<file path="config.mk">
export PLATFORM = sky130hd
export DESIGN_NAME = lcd_bus_decoder
export DESIGN_NICKNAME = d
export VERILOG_FILES = /design/src/rtl/lcd_bus_decoder.sv
export SDC_FILE = /design/constraint.sdc
export NUM_CORES = 1
export LEC_CHECK = 0
export ABC_AREA = 1
export BUFFER_PORTS_ARGS = -buffer_cell sky130_fd_sc_hd__buf_4
export CAP_MARGIN = 20
export CORE_UTILIZATION = 33
export CTS_BUF_LIST = sky130_fd_sc_hd__clkbuf_2
export CTS_CLUSTER_SIZE = 16
export DETAILED_ROUTE_END_ITERATION = 8
export HOLD_SLACK_MARGIN = 0.08
export PLACE_DENSITY = 0.45
export SLEW_MARGIN = 20
export SYNTH_ARGS = -nofsm -noshare
export SYNTH_HDL_FRONTEND = slang
export SYNTH_SLANG_ARGS = --single-unit
</file>
<file path="constraint.sdc">
create_clock -name CLK12 -period 6.1 [get_ports CLK12]
set_clock_uncertainty 0.05 [all_clocks]
set_input_delay 0.915 -clock CLK12 [delete_from_list [all_inputs] [get_ports CLK12]]
set_output_delay 0.915 -clock CLK12 [all_outputs]
set_load 0.01 [all_outputs]
</file>
<file path="src/rtl/lcd_bus_decoder.sv">
// Receiver/mirror for the 4-bit HD44780-style LCD bus: synchronizes the bus, reassembles
// nibbles, decodes the command subset and keeps a shadow DDRAM with a registered read port.
module lcd_bus_decoder #(
   parameter int          E_MIN_HIGH = 2,
   parameter logic [7:0]  BLANK_CHAR = 8'h20
) (
   input  logic       CLK12,
   input  logic       reset,
   input  logic       LCD_E,
   input  logic       LCD_RS,
   input  logic [3:0] SF_D,
   input  logic [6:0] rd_addr,
   output logic [7:0] rd_data,
   output logic       byte_valid,
   output logic [7:0] byte_data,
   output logic       byte_rs,
   output logic [6:0] cursor,
   output logic       mode4,
   output logic       disp_on,
   output logic       busy,
   output logic       protocol_err
);

   typedef enum logic [1:0] {ST_INIT8, ST_HI, ST_LO, ST_CLEAR} state_t;

   localparam logic [3:0] E_MIN = 4'(E_MIN_HIGH);

   // ---------------- input capture ----------------
   logic       e_meta_q, e_sync_q, e_prev_q;
   logic       e_meta_d, e_sync_d, e_prev_d;
   logic       rs_meta_q, rs_sync_q, rs_meta_d, rs_sync_d;
   logic [3:0] d_meta_q, d_sync_q, d_meta_d, d_sync_d;
   logic [3:0] hcnt_q, hcnt_d;
   logic       strobe_q, strobe_d;
   logic [3:0] snib_q, snib_d;
   logic       srs_q, srs_d;
   logic       fall, glitch;

   always_comb begin
      e_meta_d  = LCD_E;
      e_sync_d  = e_meta_q;
      e_prev_d  = e_sync_q;
      rs_meta_d = LCD_RS;
      rs_sync_d = rs_meta_q;
      d_meta_d  = SF_D;
      d_sync_d  = d_meta_q;
      fall      = e_prev_q & ~e_sync_q;
      // hcnt_q holds the completed high time in the cycle the falling edge is seen
      if (e_sync_q)
         hcnt_d = (hcnt_q == 4'hF) ? 4'hF : hcnt_q + 4'd1;
      else
         hcnt_d = 4'd0;
      strobe_d = fall && (hcnt_q >= E_MIN);
      glitch   = fall && (hcnt_q < E_MIN);
      snib_d   = strobe_d ? d_sync_q  : snib_q;
      srs_d    = strobe_d ? rs_sync_q : srs_q;
   end

   always_ff @(posedge CLK12) begin
      if (reset) begin
         e_meta_q  <= 1'b0;
         e_sync_q  <= 1'b0;
         e_prev_q  <= 1'b0;
         rs_meta_q <= 1'b0;
         rs_sync_q <= 1'b0;
         d_meta_q  <= 4'd0;
         d_sync_q  <= 4'd0;
         hcnt_q    <= 4'd0;
         strobe_q  <= 1'b0;
         snib_q    <= 4'd0;
         srs_q     <= 1'b0;
      end else begin
         e_meta_q  <= e_meta_d;
         e_sync_q  <= e_sync_d;
         e_prev_q  <= e_prev_d;
         rs_meta_q <= rs_meta_d;
         rs_sync_q <= rs_sync_d;
         d_meta_q  <= d_meta_d;
         d_sync_q  <= d_sync_d;
         hcnt_q    <= hcnt_d;
         strobe_q  <= strobe_d;
         snib_q    <= snib_d;
         srs_q     <= srs_d;
      end
   end

   // ---------------- decoder FSM ----------------
   state_t     state_q, state_d;
   logic [3:0] hi_nib_q, hi_nib_d;
   logic       hi_rs_q, hi_rs_d;
   logic       clr_phase_q, clr_phase_d;
   logic [6:0] clr_addr_q, clr_addr_d;
   logic [6:0] cursor_q, cursor_d;
   logic       inc_q, inc_d;
   logic       mode4_q, mode4_d;
   logic       disp_on_q, disp_on_d;
   logic       perr_q, perr_d;
   logic       bv_q, bv_d;
   logic [7:0] bdata_q, bdata_d;
   logic       brs_q, brs_d;
   logic       we;
   logic [6:0] waddr;
   logic [7:0] wdata;
   logic [7:0] asm_byte;

   function automatic logic [6:0] cursor_step(input logic [6:0] a, input logic up);
      if (up)
         cursor_step = (a == 7'h27) ? 7'h40 : (a == 7'h67) ? 7'h00 : a + 7'd1;
      else
         cursor_step = (a == 7'h00) ? 7'h67 : (a == 7'h40) ? 7'h27 : a - 7'd1;
   endfunction

   always_comb begin
      state_d     = state_q;
      hi_nib_d    = hi_nib_q;
      hi_rs_d     = hi_rs_q;
      clr_phase_d = clr_phase_q;
      clr_addr_d  = clr_addr_q;
      cursor_d    = cursor_q;
      inc_d       = inc_q;
      mode4_d     = mode4_q;
      disp_on_d   = disp_on_q;
      perr_d      = perr_q | glitch;
      bv_d        = 1'b0;
      bdata_d     = bdata_q;
      brs_d       = brs_q;
      asm_byte    = {hi_nib_q, snib_q};
      we          = 1'b0;
      waddr       = cursor_q;
      wdata       = asm_byte;

      case (state_q)
         ST_INIT8: begin
            if (strobe_q && !srs_q && snib_q == 4'h2) begin
               mode4_d = 1'b1;
               state_d = ST_HI;
            end
         end
         ST_HI: begin
            if (strobe_q) begin
               hi_nib_d = snib_q;
               hi_rs_d  = srs_q;
               state_d  = ST_LO;
            end
         end
         ST_LO: begin
            if (strobe_q) begin
               state_d = ST_HI;
               bv_d    = 1'b1;
               bdata_d = asm_byte;
               brs_d   = hi_rs_q;
               if (srs_q != hi_rs_q)
                  perr_d = 1'b1;
               if (hi_rs_q) begin
                  we       = 1'b1;
                  cursor_d = cursor_step(cursor_q, inc_q);
               end else begin
                  casez (asm_byte)
                     8'b1???????: cursor_d  = asm_byte[6:0];
                     8'b00001???: disp_on_d = asm_byte[2];
                     8'b000001??: inc_d     = asm_byte[1];
                     8'b0000001?: cursor_d  = 7'h00;
                     8'b00000001: begin
                        state_d     = ST_CLEAR;
                        clr_addr_d  = 7'h00;
                        clr_phase_d = 1'b0;
                     end
                     default: ;
                  endcase
               end
            end
         end
         ST_CLEAR: begin
            we         = 1'b1;
            waddr      = clr_addr_q;
            wdata      = BLANK_CHAR;
            clr_addr_d = clr_addr_q + 7'd1;
            // nibbles keep being paired so the bus stays in step, but bytes are not executed
            if (strobe_q) begin
               if (!clr_phase_q) begin
                  hi_nib_d    = snib_q;
                  hi_rs_d     = srs_q;
                  clr_phase_d = 1'b1;
               end else begin
                  clr_phase_d = 1'b0;
                  bv_d        = 1'b1;
                  bdata_d     = asm_byte;
                  brs_d       = hi_rs_q;
                  perr_d      = 1'b1;
               end
            end
            if (clr_addr_q == 7'h7F) begin
               state_d  = ST_HI;
               cursor_d = 7'h00;
               inc_d    = 1'b1;
            end
         end
         default: state_d = ST_INIT8;
      endcase
   end

   always_ff @(posedge CLK12) begin
      if (reset) begin
         state_q     <= ST_INIT8;
         hi_nib_q    <= 4'd0;
         hi_rs_q     <= 1'b0;
         clr_phase_q <= 1'b0;
         clr_addr_q  <= 7'd0;
         cursor_q    <= 7'd0;
         inc_q       <= 1'b1;
         mode4_q     <= 1'b0;
         disp_on_q   <= 1'b0;
         perr_q      <= 1'b0;
         bv_q        <= 1'b0;
         bdata_q     <= 8'd0;
         brs_q       <= 1'b0;
      end else begin
         state_q     <= state_d;
         hi_nib_q    <= hi_nib_d;
         hi_rs_q     <= hi_rs_d;
         clr_phase_q <= clr_phase_d;
         clr_addr_q  <= clr_addr_d;
         cursor_q    <= cursor_d;
         inc_q       <= inc_d;
         mode4_q     <= mode4_d;
         disp_on_q   <= disp_on_d;
         perr_q      <= perr_d;
         bv_q        <= bv_d;
         bdata_q     <= bdata_d;
         brs_q       <= brs_d;
      end
   end

   // ---------------- shadow DDRAM (contents survive reset) ----------------
   logic [7:0] mem [128];
   logic [7:0] rd_data_q;

   always_ff @(posedge CLK12) begin
      if (we)
         mem[waddr] <= wdata;
   end

   always_ff @(posedge CLK12) begin
      if (reset)
         rd_data_q <= 8'd0;
      else
         rd_data_q <= mem[rd_addr];
   end

   assign rd_data      = rd_data_q;
   assign byte_valid   = bv_q;
   assign byte_data    = bdata_q;
   assign byte_rs      = brs_q;
   assign cursor       = cursor_q;
   assign mode4        = mode4_q;
   assign disp_on      = disp_on_q;
   assign busy         = (state_q == ST_CLEAR);
   assign protocol_err = perr_q;

endmodule
</file>
# Word level (Yosys, flattened, before mapping)
# Memory sizes are Yosys's and may differ from the RTL's. A register that Yosys moved wholly into a read port is not among the register bits.
# Cells that the tools add are included.
[classes]
n_mux = 65
n_addsub = 4
eq_ne = 25
bitwise = 4
reduce_logical = 19
n_lt_le_gt_ge = 2
[op_table]
columns = ["op", "n"]
rows = [
  ["$mux W7", 12],
  ["$pmux W7 S2", 3],
  ["$mux W8", 4],
  ["$mux W1", 26],
  ["$reduce_and A4 Y1", 6],
  ["$eq A7 B7 Y1 const B", 3],
  ["$mux W4", 4],
  ["$pmux W8 S2", 1],
  ["$add A7 B1 Y7 const B", 2],
  ["$pmux W1 S2", 7],
  ["$mux W2", 6],
  ["$ne A2 B1 Y1 const B", 5],
  ["$ne A2 B2 Y1 const B", 5],
  ["$reduce_and A5 Y1", 2],
  ["$eq A8 B1 Y1 const B", 1],
  ["$pmux W2 S4", 1],
  ["$pmux W4 S2", 1],
  ["$eq A7 B1 Y1 const B", 1],
  ["$eq A7 B6 Y1 const B", 1],
  ["$logic_not A7 Y1", 1],
  ["$sub A7 B1 Y7 const B", 1],
  ["$eq A6 B1 Y1 const B", 1],
  ["$eq A5 B1 Y1 const B", 1],
  ["$add A4 B1 Y4 const B", 1],
  ["other kinds (17)", 23],
]
[totals]
ram_bits = 1024
register_bits = 59
word_cells = 144
mem_count = 1
out_inout_bits = 29
[memory_table]
columns = ["memory", "depth", "width", "rd", "rd_ports_with_merged_regs", "write_ports", "line", "source"]
rows = [
  ["mem", 128, 8, 1, 1, 1, "235", "logic [7:0] mem [128];"],
]

# Depth between registers and ports, before layout
# Gate-level depths: netlist of the first run.
[logic_depth]
depth_word = 7
ltp_mapped = 14
depth_no_buf = 11

# Worst setup path before layout of the first run
# No wires, ideal clock.
[synth_timing]
path_type = "reg2reg"
startpoint = "register state_q[0]"
endpoint = "memory mem[0][4], data pin"
setup_slack_ns = 1.267
setup_time_ns = 0.800
arrival_time_ns = 3.983
required_time_ns = 5.250
path_stages_with_launch = 5
synth_period_minus_slack_ns = 4.833
path_cell_list = "dfxtp_1 > ha_1 > buf_2 > buf_1 > nor2_1"
[synth_via]
elab_chain_len = 2
[synth_rtl]
columns = ["element", "line", "source"]
rows = [
  ["start, declared", "88", "state_t state_q, state_d;"],
  ["start signal, assigned", "218", "state_q <= state_d;"],
  ["$eq A2 B2 Y1", "--", ""],
  ["via busy", "20", "output logic busy,"],
  ["$mux W8", "132", "case (state_q)"],
  ["via wdata[4]", "103", "logic [7:0] wdata;"],
  ["end, declared", "235", ""],
]
# The timed path passes the listed nets, and every way through them passes these cells.

# Worst setup path after layout of the first run
[layout_timing]
startpoint = "register state_q[0]"
endpoint = "memory mem[44][6] (enable)"
[layout_via]
elab_chain_len = 4
[layout_rtl]
columns = ["element", "line", "source"]
rows = [
  ["$eq A2 B2 Y1", "132", ""],
  ["$pmux W1 S2", "132", ""],
  ["$mux W1", "239", "if (we)"],
  ["$mux W1 (implied by the code)", "240", "mem[waddr] <= wdata;"],
]
# Several ways; a longest one is shown, not always the timed one.

==> metrics.md, run 1 <==
| Metric | Value |
|---|---|
| Cell Chain, Critical Path | `ha_2 -> nand2_1 -> o21ai_1 -> inv_1 -> nor2_1 -> nand2_1 -> nor2_1` |
| Maximum VDD drop | `0.133 mV` |
| Share of layout cells above drive strength 1 | `13.5%` |
| Half-perimeter wire length after placement | `72,400 um` |
| Clk slew on worst S/H paths | `0.11 ns` |
| Min-delay worst type | `reg2reg` |
| Final hold viol count | `0` |
| Pwr Total | `14.5 mW` |
| Slew Limit Headroom | `19.1%` |
| Setup TNS Final | `0 ns` |
| Synth warn | `0` |
| Required time worst endpoint | `7.18 ns` |
| Die area | `138,000 um^2` |
| Rows | `135` |
| Synth cell types | `38` |
| Area growth, synth to finish | `10.1%` |
| Minimum clock period | `4.29 ns` |
| # Post-CTS Setup Buffers | `0` |
| Register area share after synthesis | `71.4%` |
| Post-route ant nets | `0` |
| CP Capture Type | `flip-flop` |
| # nets final | `4,169` |
| Peak Freq | `233 MHz` |
| DR vias | `30,200` |
| GPL Wtd Cong | `0.813` |
| Routed WL per cell | `21.4 um` |
| All-Layer GR Usage | `19.0%` |
| TritonCTS buffer count | `305` |
| Via density | `4.93` |
| Synthesized instance count | `3,956` |
| Startpoint Class | `flip-flop` |
| Syn Area/Cell | `11.4 um^2` |
| First-pass GRT wire length | `194,000 um` |
| Post-synth net total | `3,981` |
| Max Root-Sink Buffers | `4` |
| # IOs | `44` |
| Pins Over Slew Limit | `0` |
| Clock sink count | `1,091` |
| Measured slew at the worst slew-check pin | `1.21 ns` |
| Post-Syn Area | `45,000 um^2` |
| Worst path slowest cell | `nor2_1` |
| CTS tree | `yes` |
| CP bufs+invs | `1` |
| Finish-stage setup viols | `0` |
| Most frequent cells in the layout | `nand2_1 (1,241), edfxtp_1 (1,024), nand3_1 (961), clkbuf_2 (448), nor2_1 (193)` |
| Routed Wire Length | `131,000 um` |
| EDFF count, synth | `1,024` |
| Top_reg_cell synth | `edfxtp_1` |
| P_leak | `17.5 nW` |
| Htree depth | `5` |
| Final Cell Area | `49,500 um^2` |
| Worst Path Max Fanout | `32` |
| Placeable core area | `135,000 um^2` |
| Data arrival time of the critical path | `5.37 ns` |
| Root Driver | `clkbuf_2` |
| Largest net degree at the start of global routing | `234` |
| Initial DRC count | `2,275` |
| Antenna violations before repair | `3` |
| Final Cycle Share | `70.3%` |
| Die height | `371 um` |
| Clk_lat worst skew | `1.56 ns` |
| Setup CP Type | `reg2reg` |
| Vias in the first global route | `30,100` |
| # fillers | `13,600` |
| Core Util, Final | `36.6%` |
| Async SR Flop Fraction | `0%` |
| Slowest stage delay, CP | `0.92 ns` |
| Max-cap violations | `0` |
| Grt ovf | `0` |
| # DRC | `0` |
| First-pass DRT Iterations | `5` |
| PD cells | `292 nW/um^2` |
| Cell family contributing the most delay on the critical path | `simple AND/OR/NAND/NOR gates` |
| Yosys reg bits | `1,091` |
| Placed instance area | `46,600 um^2` |
| RSZ-0062 raised after global routing | `no` |
| Port Buffers | `43` |
| Initial Util | `33.2%` |
| Die X-Extent | `371 um` |
| Outcome | `finished clean` |
| Most common cell after layout, fill and taps aside | `nand2_1` |
-- layer usage --
layer	wire length, um	up-vias	track usage, %	share of wire (%)
met4	2140	2	5.43	1.6
met3	6880	150	3.80	5.3
met1	61300	14900	26.7	47
li1	-	14400	-	-
met5	13	-	0	0.0099
met2	60400	802	29.7	46
-- worst min-delay path, cell delays in order (launching register included) --
cell and delay (ns):
dfxtp_1 0.30, inv_1 0.04, nor2_1 0.03
-- final cells by class --
class                   count  area, um^2  share of cell area [%]
repair buffers            124        1170                    2.37
inverters                  78         319                   0.645
diodes                      2        5.00                  0.0101
well taps                1781        2230                    4.50
flip-flops and latches   1091       32100                    64.8
multi-input cells        2544       11100                    22.5
clock inverters            49         297                   0.599
clock buffers             448        2240                    4.53
-- cells by family (layout without fill, tap and decap cells) --
group                      after synthesis  in the layout  share of synthesized area [%]
DFF                                   1091           1091                           71.4
adders and majority gates               10             10                          0.278
buffers and inverters                  321            699                           4.02
other                                    0              2                              0
xor gates and xnor gates                 3              3                         0.0584
AOI/OAI and AO/OA                      109            109                           1.31
and+or+nand+nor                       2422           2422                           23.0
-- final timing paths --
| path | startpoint | to | slack (ns) | cells after the start |
|---|---|---|---|---|
| max | state_q[0]$_SDFFE_PP0P_ | mem[44][6]$_DFFE_PP_ | 1.81 | 7 |
| max reg2reg | state_q[0]$_SDFFE_PP0P_ | mem[44][6]$_DFFE_PP_ | 1.81 | 7 |
| min | d_meta_q[0]$_SDFF_PP0_ | d_sync_q[0]$_SDFF_PP0_ | 0.33 | 2 |
| min reg2reg | d_meta_q[0]$_SDFF_PP0_ | d_sync_q[0]$_SDFF_PP0_ | 0.33 | 2 |
-- cells in the mapped netlist (4+ instances only) --
cell type / number / area [um^2]
nand3_1: 961 / 4810
inv_2: 8 / 30.0
nor3_1: 4 / 20.0
nand4_1: 4 / 25.0
inv_1: 68 / 255
buf_2: 103 / 515
clkbuf_1: 25 / 93.8
buf_4: 40 / 300
o21ai_1: 6 / 30.0
o21ai_0: 41 / 205
buf_1: 33 / 124
dfxtp_1: 67 / 1340
ha_1: 10 / 125
nand2_1: 1242 / 4660
buf_6: 40 / 450
a21oi_1: 46 / 230
nor2_2: 4 / 25.0
a211oi_1: 5 / 37.5
nor2_1: 202 / 758
edfxtp_1: 1024 / 30700
-- state kept, by name (all words and copies together) (netlist names), 4 cells and up --
signal,cells
hcnt_q,4
d_meta_q,4
clr_addr_q,7
cursor,7
snib_q,4
mem,1024
d_sync_q,4
rd_data,8
byte_data,8
hi_nib_q,4
-- through the flow --
step	cells	setup slack, ns	hold slack (ns)
CTS	6115	1.84	0.134
floorplan	3956	1.27	0.338
global placement	5583	1.91	0.342
global route	6116	1.63	0.249
detailed placement	5586	1.91	0.343
finish	6117	1.81	0.326
-- what timing repair did --
item	CTS	global route
resized for setup	0	0
hold buffers	32	0
hold endpoints to repair	61	0
endpoints found under the setup margin	0	0
-- power by group --
part           internal [mW]  switching, mW
Clock                   2.09           3.01
Combinational          0.331          0.874
Sequential              8.11         0.0557
Total                   10.5           3.94
(Power assumes the default switching activity.)
==> run 2, diff against run 1 <==
--- a/config.mk
+++ b/config.mk
@@ -13,7 +13,7 @@
 export CTS_CLUSTER_SIZE = 16
 export DETAILED_ROUTE_END_ITERATION = 8
 export HOLD_SLACK_MARGIN = 0.08
-export PLACE_DENSITY = 0.45
+export PLACE_DENSITY = 0.47
 export SLEW_MARGIN = 20
 export SYNTH_ARGS = -nofsm -noshare
 export SYNTH_HDL_FRONTEND = slang
==> constraint.sdc (replaced) <==
create_clock -name CLK12 -period 3.83 [get_ports CLK12]
set_clock_uncertainty 0.05 [all_clocks]
set_input_delay 0.5745 -clock CLK12 [delete_from_list [all_inputs] [get_ports CLK12]]
set_output_delay 0.5745 -clock CLK12 [all_outputs]
set_load 0.01 [all_outputs]
==> run 2 against run 1 <==
Design area grew 3.7%. Clock power grew 58%. Hold slack gained 0.027 ns. Utilization grew 1.3 points. Routed wire length grew 2.3%. Register-to-register slack lost 1.6 ns. First-iteration DRC count grew 16%. Critical path depth grew 10. Critical path type is now in2reg. Highest routed layer unchanged.
==> metrics.md, run 2 (same netlist as run 1, synthesis figures left out) <==
| Metric | Value |
|---|---|
| Peak Freq | `266 MHz` |
| Final Worst Setup Slack | `0.0689 ns` |
| Area growth, synth to finish | `14.1%` |
| Reg with most FFs | `mem` |
| Final Cycle Share | `98.2%` |
| Slowest stage delay, CP | `0.59 ns` |
| Slew Limit Headroom | `22.8%` |
| Initial DRC count | `2,633` |
| Worst Path Max Fanout | `33` |
| CP bufs+invs | `9` |
| # Post-CTS Setup Buffers | `0` |
| CP Capture Type | `flip-flop` |
| Share of layout cells above drive strength 1 | `16.7%` |
| Final Cell Area | `51,300 um^2` |
| GPL Wtd Cong | `0.809` |
| PD cells | `450 nW/um^2` |
| Sw frac | `27.3%` |
| Most frequent cells in the layout | `nand2_1 (1,241), edfxtp_1 (1,024), nand3_1 (960), clkbuf_2 (444), buf_4 (236)` |
| Cell family contributing the most delay on the critical path | `buffers and inverters` |
| # nets final | `4,372` |
| Routed WL per cell | `21.2 um` |
| Internal | `16.8 mW` |
| Clock sink count | `1,091` |
| # IOs | `44` |
| WHS | `0.353 ns` |
| Placed instance count | `5,766` |
| Comb power frac | `8.7%` |
| Placed instance area | `48,200 um^2` |
| Core Util, Final | `37.9%` |
| Setup TNS Final | `0 ns` |
| Routed Wire Length | `134,000 um` |
| TritonCTS buffer count | `307` |
| Final hold viol count | `0` |
| RSZ-0062 raised after global routing | `no` |
| # DRC | `0` |
| Placeable core area | `135,000 um^2` |
| Outcome | `finished clean` |
| Antenna violations before repair | `4` |
| Via density | `4.92` |
| Grt ovf | `0` |
| Post-Layout Cell Count | `6,322` |
| Clock power share | `35.0%` |
| Root Driver | `clkbuf_2` |
| Cell Chain, Critical Path | `dlygate4sd3_1 -> buf_4 -> inv_4 -> buf_12 -> buf_4 -> nand3_1 -> nand3_1 -> dlygate4sd3_1 -> nand2_1 -> dlygate4sd3_1 -> nand2_1 -> nand3_1 -> dlygate4sd3_1 -> nand2_1 -> nor2_1 -> nor2_1 -> dlygate4sd3_1` |
| Number of flip-flops in the largest register | `1,024` |
| NetSw | `6.31 mW` |
| Vias in the first global route | `31,300` |
| Setup CP Type | `in2reg` |
| Port Buffers | `43` |
| Post-route ant nets | `0` |
| Max-cap violations | `0` |
| Worst path slowest cell | `dlygate4sd3_1` |
| First-pass GRT wire length | `199,000 um` |
| P_leak | `18.6 nW` |
| Pwr Total | `23.1 mW` |
| Measured slew at the worst slew-check pin | `1.16 ns` |
| Register share of total power | `56.3%` |
| Clk_lat worst skew | `1.61 ns` |
| First-pass DRT Iterations | `6` |
| Pins Over Slew Limit | `0` |
| Minimum clock period | `3.76 ns` |
| Startpoint Class | `input pin` |
| Initial Util | `33.2%` |
| Required time worst endpoint | `5.27 ns` |
| DR vias | `31,100` |
| Most common cell after layout, fill and taps aside | `nand2_1` |
| Die height | `371 um` |
| Finish-stage setup viols | `0` |
| Min-delay worst type | `reg2reg` |
| Clk slew on worst S/H paths | `0.10 ns` |
| Maximum VDD drop | `0.251 mV` |
| Max Root-Sink Buffers | `4` |
| Largest net degree at the start of global routing | `129` |
| Htree depth | `5` |
| Crit-path most repeated cell | `dlygate4sd3_1` |
| All-Layer GR Usage | `19.5%` |
| Die X-Extent | `371 um` |
| Die area | `138,000 um^2` |
| Half-perimeter wire length after placement | `77,300 um` |
| # fillers | `13,300` |
| Data arrival time of the critical path | `5.20 ns` |
| Dpl ws | `0.556 ns` |
| CTS tree | `yes` |
| Rows | `135` |
run 2: changes by cell type in the layout (fill, tap and decap cells not counted), moves of 2 or more:
cell and change:
buf_12 +22, buf_4 +158, clkbuf_2 -4, clkinv_1 +10, dlygate4sd3_1 +21, nor2_1 +2, nor2_2 -2
run 2: final timing paths:
check	from	endpoint	slack, ns	depth (start not counted)
max	rd_addr[2]	rd_data[4]$_SDFF_PP0_	0.07	17
min	d_meta_q[1]$_SDFF_PP0_	d_sync_q[1]$_SDFF_PP0_	0.35	2
max reg2reg	mem[23][5]$_DFFE_PP_	rd_data[5]$_SDFF_PP0_	0.21	14
min reg2reg	d_meta_q[1]$_SDFF_PP0_	d_sync_q[1]$_SDFF_PP0_	0.35	2
run 2: repair_timing:
item                                    CTS  global route
gates resized for setup                   1             2
gates cloned                              0             0
endpoints found under the setup margin    1             2
hold buffers                             53             0
hold endpoints to repair                 67             0
run 2: power groups by stage:
| stage | combinational [mW] | sequential [mW] | clock (mW) |
|---|---|---|---|
| after floorplan | 1.25 | 13.2 | 0 |
| after global routing | 2.19 | 13.0 | 8.97 |
| after global placement | 1.95 | 13.3 | 0 |
| after detailed placement | 1.94 | 13.3 | 0 |
| after CTS | 2.00 | 13.0 | 8.37 |
| final | 2.00 | 13.0 | 8.07 |
run 2: tightest hold or removal path, delay by kind of cell, from the launching register on:
kind | cells | cell delay (ns)
buffers and inverters | 1 | 0.04
flip-flops | 1 | 0.31
AND/OR/NAND/NOR | 1 | 0.03
run 2: metal layers:
layer / routed length (um) / GRT usage [%]
met3: 8420 / 4.19
met1: 60700 / 26.9
met2: 61800 / 30.5
met5: 33 / 0
met4: 2770 / 6.26
run 2: cell type report:
cell class / instances / area (um^2) / share of cell area (%)
Sequential cell: 1091 / 32100 / 62.5
Multi-Input combinational cell: 2544 / 11100 / 21.7
Timing Repair Buffer: 325 / 3000 / 5.85
Tap cell: 1781 / 2230 / 4.34
Clock buffer: 444 / 2220 / 4.33
Inverter: 78 / 319 / 0.622
Clock inverter: 58 / 307 / 0.597
Antenna cell: 1 / 2.50 / 0.00488
